[src/rtl/input_flit_buffer_if.sv]
// Link-side and router-side signals of one input flit buffer.
// The master modport is the buffer itself; the slave modport is its environment.
interface input_flit_buffer_if #(
  parameter int DATA_W = 8,
  parameter int PTR_W  = 2
);
  // Link handshake: a flit transfers on a clk edge where in_valid & in_ready.
  // Router handshake: the head flit is consumed on a clk edge where pop & head_valid.
  logic [DATA_W-1:0] in_flit;
  logic              in_valid;
  logic              in_ready;
  logic [DATA_W-1:0] head_flit;
  logic              head_valid;
  logic              pop;
  logic              credit_out;
  logic [PTR_W:0]    count;
  logic              overflow;

  modport master (
    input  in_flit, in_valid, pop,
    output in_ready, head_flit, head_valid, credit_out, count, overflow
  );

  modport slave (
    output in_flit, in_valid, pop,
    input  in_ready, head_flit, head_valid, credit_out, count, overflow
  );
endinterface

[src/rtl/input_flit_buffer.sv]
// Per-port input flit FIFO feeding route compute and the crossbar.
// Returns one credit per dequeued flit; flags flits pushed while full.
module input_flit_buffer #(
  parameter int DATA_W = 8,
  parameter int DEPTH  = 4,
  parameter int PTR_W  = 2
) (
  input logic                  clk,
  input logic                  rst,
  input_flit_buffer_if.master  bus
);
  localparam logic [PTR_W:0] FULL_CNT = (PTR_W+1)'(DEPTH);

  logic [DATA_W-1:0] mem_q [DEPTH];
  logic [PTR_W-1:0]  wr_ptr_q, wr_ptr_d;
  logic [PTR_W-1:0]  rd_ptr_q, rd_ptr_d;
  logic [PTR_W:0]    count_q, count_d;
  logic              credit_q, credit_d;
  logic              overflow_q, overflow_d;
  logic              push, do_pop, in_ready, head_valid;

  // Ready depends only on registered occupancy so upstream never sees a pop-dependent path.
  assign in_ready   = (count_q != FULL_CNT);
  assign head_valid = (count_q != '0);
  assign push       = bus.in_valid & in_ready;
  assign do_pop     = bus.pop & head_valid;

  always_comb begin
    wr_ptr_d   = wr_ptr_q;
    rd_ptr_d   = rd_ptr_q;
    count_d    = count_q;
    credit_d   = 1'b0;
    overflow_d = overflow_q | (bus.in_valid & ~in_ready);
    if (push) wr_ptr_d = wr_ptr_q + 1'b1;
    if (do_pop) begin
      rd_ptr_d = rd_ptr_q + 1'b1;
      credit_d = 1'b1;
    end
    case ({push, do_pop})
      2'b10:   count_d = count_q + 1'b1;
      2'b01:   count_d = count_q - 1'b1;
      default: count_d = count_q;
    endcase
  end

  always_ff @(posedge clk or posedge rst) begin
    if (rst) begin
      wr_ptr_q   <= '0;
      rd_ptr_q   <= '0;
      count_q    <= '0;
      credit_q   <= 1'b0;
      overflow_q <= 1'b0;
    end else begin
      wr_ptr_q   <= wr_ptr_d;
      rd_ptr_q   <= rd_ptr_d;
      count_q    <= count_d;
      credit_q   <= credit_d;
      overflow_q <= overflow_d;
    end
  end

  // Storage is deliberately left unreset; stale entries are masked by head_valid.
  always_ff @(posedge clk) begin
    if (push) mem_q[wr_ptr_q] <= bus.in_flit;
  end

  assign bus.in_ready   = in_ready;
  assign bus.head_valid = head_valid;
  assign bus.head_flit  = head_valid ? mem_q[rd_ptr_q] : '0;
  assign bus.credit_out = credit_q;
  assign bus.count      = count_q;
  assign bus.overflow   = overflow_q;
endmodule

[src/flat_wrapper.sv]
// flat-port wrapper written by rule: the top's interface ports become plain ports
module input_flit_buffer_flat 
#(
  parameter int DATA_W = 8,
  parameter int DEPTH  = 4,
  parameter int PTR_W  = 2
)
  (clk, rst, bus_in_flit, bus_in_valid, bus_pop, bus_in_ready, bus_head_flit, bus_head_valid, bus_credit_out, bus_count, bus_overflow);
  input_flit_buffer_if #(.DATA_W(DATA_W), .PTR_W(PTR_W)) bus_i ();
  input logic clk;
  input logic rst;
  input wire logic [$bits(bus_i.in_flit)-1:0] bus_in_flit;
  input wire logic [$bits(bus_i.in_valid)-1:0] bus_in_valid;
  input wire logic [$bits(bus_i.pop)-1:0] bus_pop;
  output wire logic [$bits(bus_i.in_ready)-1:0] bus_in_ready;
  output wire logic [$bits(bus_i.head_flit)-1:0] bus_head_flit;
  output wire logic [$bits(bus_i.head_valid)-1:0] bus_head_valid;
  output wire logic [$bits(bus_i.credit_out)-1:0] bus_credit_out;
  output wire logic [$bits(bus_i.count)-1:0] bus_count;
  output wire logic [$bits(bus_i.overflow)-1:0] bus_overflow;
  assign bus_i.in_flit = bus_in_flit;
  assign bus_i.in_valid = bus_in_valid;
  assign bus_i.pop = bus_pop;
  assign bus_in_ready = bus_i.in_ready;
  assign bus_head_flit = bus_i.head_flit;
  assign bus_head_valid = bus_i.head_valid;
  assign bus_credit_out = bus_i.credit_out;
  assign bus_count = bus_i.count;
  assign bus_overflow = bus_i.overflow;
  input_flit_buffer #(.DATA_W(DATA_W), .DEPTH(DEPTH), .PTR_W(PTR_W)) u_core (.clk(clk), .rst(rst), .bus(bus_i));
endmodule
[config.mk]
export PLATFORM = sky130hd
export DESIGN_NAME = input_flit_buffer_flat
export DESIGN_NICKNAME = d
export VERILOG_FILES = /design/src/rtl/input_flit_buffer_if.sv /design/src/rtl/input_flit_buffer.sv /design/src/flat_wrapper.sv
export SDC_FILE = /design/constraint.sdc
export NUM_CORES = 1
export LEC_CHECK = 0
export BUFFER_PORTS_ARGS = -buffer_cell sky130_fd_sc_hd__clkbuf_2
export CORE_MARGIN = 3
export CORE_UTILIZATION = 35
export CTS_BUF_LIST = sky130_fd_sc_hd__clkbuf_16
export DETAILED_ROUTE_END_ITERATION = 6
export GPL_TIMING_DRIVEN = 1
export SYNTH_ARGS = -nofsm -noshare
export SYNTH_HDL_FRONTEND = slang
export SYNTH_SLANG_ARGS = --single-unit
[constraint.sdc]
create_clock -name clk -period 2.21 [get_ports clk]
set_clock_uncertainty 0.05 [all_clocks]
set_input_delay 0 -clock clk [delete_from_list [all_inputs] [get_ports clk]]
set_output_delay 0 -clock clk [all_outputs]
set_load 0.005 [all_outputs]
==> impl_metrics.json <==
{
  "area.growth.synth_to_final_pct": 27.9,
  "final_cell_count_no_fill": 202,
  "power.switching_mw": 0.817,
  "syn_inst": 93,
  "number_of_warnings_issued_by_yosys": 0,
  "floorplan.rows": 24,
  "timing_worst_setup_path_type": "register to register",
  "grt_first_pass_wirelength_um": 4800,
  "grt_max_degree": 13,
  "power.combinational.fraction_pct": 31.8,
  "clkLatencyLatePin_ps": 270,
  "cp_data_required_time_ps": 2350,
  "clk_pin_slew_worst_paths_ps": 50,
  "slowest_stage": "sky130_fd_sc_hd__dfrtp_1",
  "cts.sink_count": 41,
  "firstDrtPassIters": 4,
  "synth_nets": 111,
  "setup_viol_count_final": 0,
  "cp_slowest_stage_delay_ps": 420,
  "pwr-share-seq_pct": 41.5,
  "synth_area_leader_cell": "sky130_fd_sc_hd__edfxtp_1",
  "layout_commonest_cell": "sky130_fd_sc_hd__edfxtp_1",
  "synth_area_per_inst_um2": 18.5,
  "seq_total_area_yosys_pct": 69.0,
  "top_level_ports": 27,
  "clock_tree.buffer_depth": 2,
  "postCtsSetupBuffers": 0,
  "cts_tree": "built",
  "initial_utilization_pct": 37.9,
  "status": "finished, final reports clean",
  "finalWirelength_um": 2890,
  "worst_slew_margin_pct": 68.7,
  "yosys.cell_types.count": 20,
  "layout_common_cells": "sky130_fd_sc_hd__edfxtp_1 (32), sky130_fd_sc_hd__clkbuf_2 (26), sky130_fd_sc_hd__and2_1 (12)",
  "netlist_top_cells_area": "sky130_fd_sc_hd__edfxtp_1 (56%), sky130_fd_sc_hd__dfrtp_1 (13%), sky130_fd_sc_hd__mux4_2 (10%), sky130_fd_sc_hd__and2_1 (4.4%), sky130_fd_sc_hd__ha_1 (3.6%)",
  "worst_path_dominant_cell_family": "adder cells",
  "initial_antenna_violation_count": 0,
  "die_h_um": 76.1,
  "layout.nets": 154,
  "finalMaxSlewViolations": 0,
  "power_density_nw_per_um2": 1320,
  "fin_setup_tns_ps": 0,
  "numPortBuffers": 26,
  "internal_power_mw": 2.09,
  "dieArea_um2": 5790,
  "ant_nets": 0,
  "synth_xor_area_share_pct": 3.06,
  "via_per_inst": 4.36,
  "final_critical_path_setup_slack_ps": 119,
  "grt.total_usage_pct": 10.8,
  "synth_compound_area_share_pct": 0.437,
  "synthSimpleGateAreaFrac_pct": 7.57,
  "critical_path.startpoint_type": "register",
  "post-route-drc-count": 0,
  "finish.instance_area_um2": 2200,
  "hp-class": "input port to asynchronous set/reset pin",
  "p_total_mw": 2.91,
  "timing.final.hold_violations": 0,
  "dp_hpwl_um": 1970,
  "post_route_core_utilization_pct": 48.5,
  "synth.top_cell.area_share_pct": 55.9,
  "floorplan.core_area_um2": 4530,
  "post_synth_fa_ha_maj_area_fraction_pct": 4.81,
  "dp.cells": 183,
  "peak_freq_mhz": 478,
  "ir_drop_uv": 416,
  "routabilityCongestion": 0.679,
  "dpl_cell_area_um2": 1920,
  "worst-path-max-fanout": 7,
  "period_share_pct": 94.6,
  "critPathBufInv": 2,
  "postSynthRegisterBits": 41,
  "total_via_count_after_detailed_routing": 880,
  "end_kind": "register",
  "tritoncts.num_buffers": 5,
  "synth_top_family_by_area": "multiplexers",
  "grt_pass1_vias": 937,
  "synth_mux_area_share_pct": 11.7,
  "fin_crit_ps": 2090,
  "detail_route.iter0.violations": 53,
  "die_width_um": 76.1,
  "wl_per_cell_um": 14.3,
  "cp_data_arrival_time_ps": 2230,
  "leakagePower_nw": 0.860,
  "antenna_cells_inserted": 0,
  "final_layout_size_suffix_gt1_share_pct": 35.8,
  "cells_along_the_critical_path": "nor3b_4, nor2b_2, inv_1, ha_1, inv_1, fa_1, xor2_1, nor2_1, xor2_1",
  "worst-r2r-setup-slack_ps": 120,
  "placement.setup.worst_slack_ps": 142,
  "fin_hold_ws_ps": 172,
  "ctsRootBufferMaster": "sky130_fd_sc_hd__clkbuf_16",
  "clockPowerShare_pct": 26.8,
  "sw_frac_of_total_pct": 28.1,
  "max_cap_viol_count": 0,
  "netlist_area_um2": 1720,
  "tightestPinTransition_ps": 470,
  "overflow": 0,
  "clock_tree.htree_level_count": 2
}
[final cells by class]
cell class              instances  area [um^2]
clock buffers                   5          125
fillers                       397         2340
inverters                       8         30.0
well taps                      65         81.3
multi-input cells              41          480
flip-flops and latches         41         1190
clock inverters                 3         37.5
repair buffers                 39          255
[power groups by stage]
stage | combinational [mW] | sequential (mW) | clock, mW
after floorplan | 0.670 | 1.14 | 0
after global placement | 0.897 | 1.20 | 0
after detailed placement | 0.921 | 1.22 | 0
after CTS | 0.941 | 1.20 | 0.798
after global routing | 1.04 | 1.23 | 0.825
final | 0.924 | 1.21 | 0.778
[synthesized netlist by cell type]
library cell and n:
sky130_fd_sc_hd__nor3b_2 1, sky130_fd_sc_hd__and2_4 1, sky130_fd_sc_hd__mux4_2 8, sky130_fd_sc_hd__nor2b_2 1
sky130_fd_sc_hd__mux2i_1 1, sky130_fd_sc_hd__mux2_2 1, sky130_fd_sc_hd__a21o_1 1, sky130_fd_sc_hd__xor2_1 3
sky130_fd_sc_hd__edfxtp_1 32, sky130_fd_sc_hd__xnor2_1 3, sky130_fd_sc_hd__dfrtp_1 9, sky130_fd_sc_hd__nor2_1 1
sky130_fd_sc_hd__ha_1 5, sky130_fd_sc_hd__fa_1 1, sky130_fd_sc_hd__inv_1 8, sky130_fd_sc_hd__or3_4 1
sky130_fd_sc_hd__buf_6 2, sky130_fd_sc_hd__clkbuf_2 1, sky130_fd_sc_hd__nand3_2 1, sky130_fd_sc_hd__and2_1 12
[registers in the layout, indices dropped and copies added, names as in the netlist]
register	flops
u_core.bus.credit_out	1
u_core.mem_q	32
u_core.bus.overflow	1
u_core.wr_ptr_q	2
u_core.rd_ptr_q	2
u_core.bus.count	3
[routing by layer]
metal / vias to the layer above / GRT usage, % / wire length (um)
li1: 421 / - / -
met2: 16 / 18.4 / 1590
met3: 2 / 2.48 / 74
met1: 441 / 13.0 / 1200
met5: - / 0 / 0
met4: 0 / 4.89 / 36
[worst min-delay path, cell delays in order]
cell and delay (ps):
sky130_fd_sc_hd__dlygate4sd3_1 530, sky130_fd_sc_hd__clkbuf_2 100, sky130_fd_sc_hd__inv_1 270
[worst paths after layout]
path	start	endpoint	cells after the start
setup / recovery	u_core.bus.count[2]	u_core.bus.count[2]	9
hold / removal	rst	u_core.bus.count[1]	3
setup reg to reg	u_core.bus.count[2]	u_core.bus.count[2]	9
hold reg to reg	u_core.bus.overflow	u_core.bus.overflow	1
max in group asynchronous	rst	u_core.bus.count[0]	3
min in group clk	u_core.bus.overflow	u_core.bus.overflow	1
[cells by family (layout without fill, tap and decap cells)]
logic type | count (synthesis) | after routing
mux | 10 | 10
xor+xnor | 6 | 6
compound gates | 1 | 1
fa+ha+maj | 6 | 6
simple gates | 18 | 18
flops | 41 | 41
buf+inv | 11 | 55
[what timing repair did]
action / 4_1_cts / 5_1_grt
gates resized for setup: 0 / 2
hold buffers: 11 / 0
endpoints found under the setup margin: 0 / 1
hold endpoints to repair: 44 / 0
(Power assumes the default switching activity.)
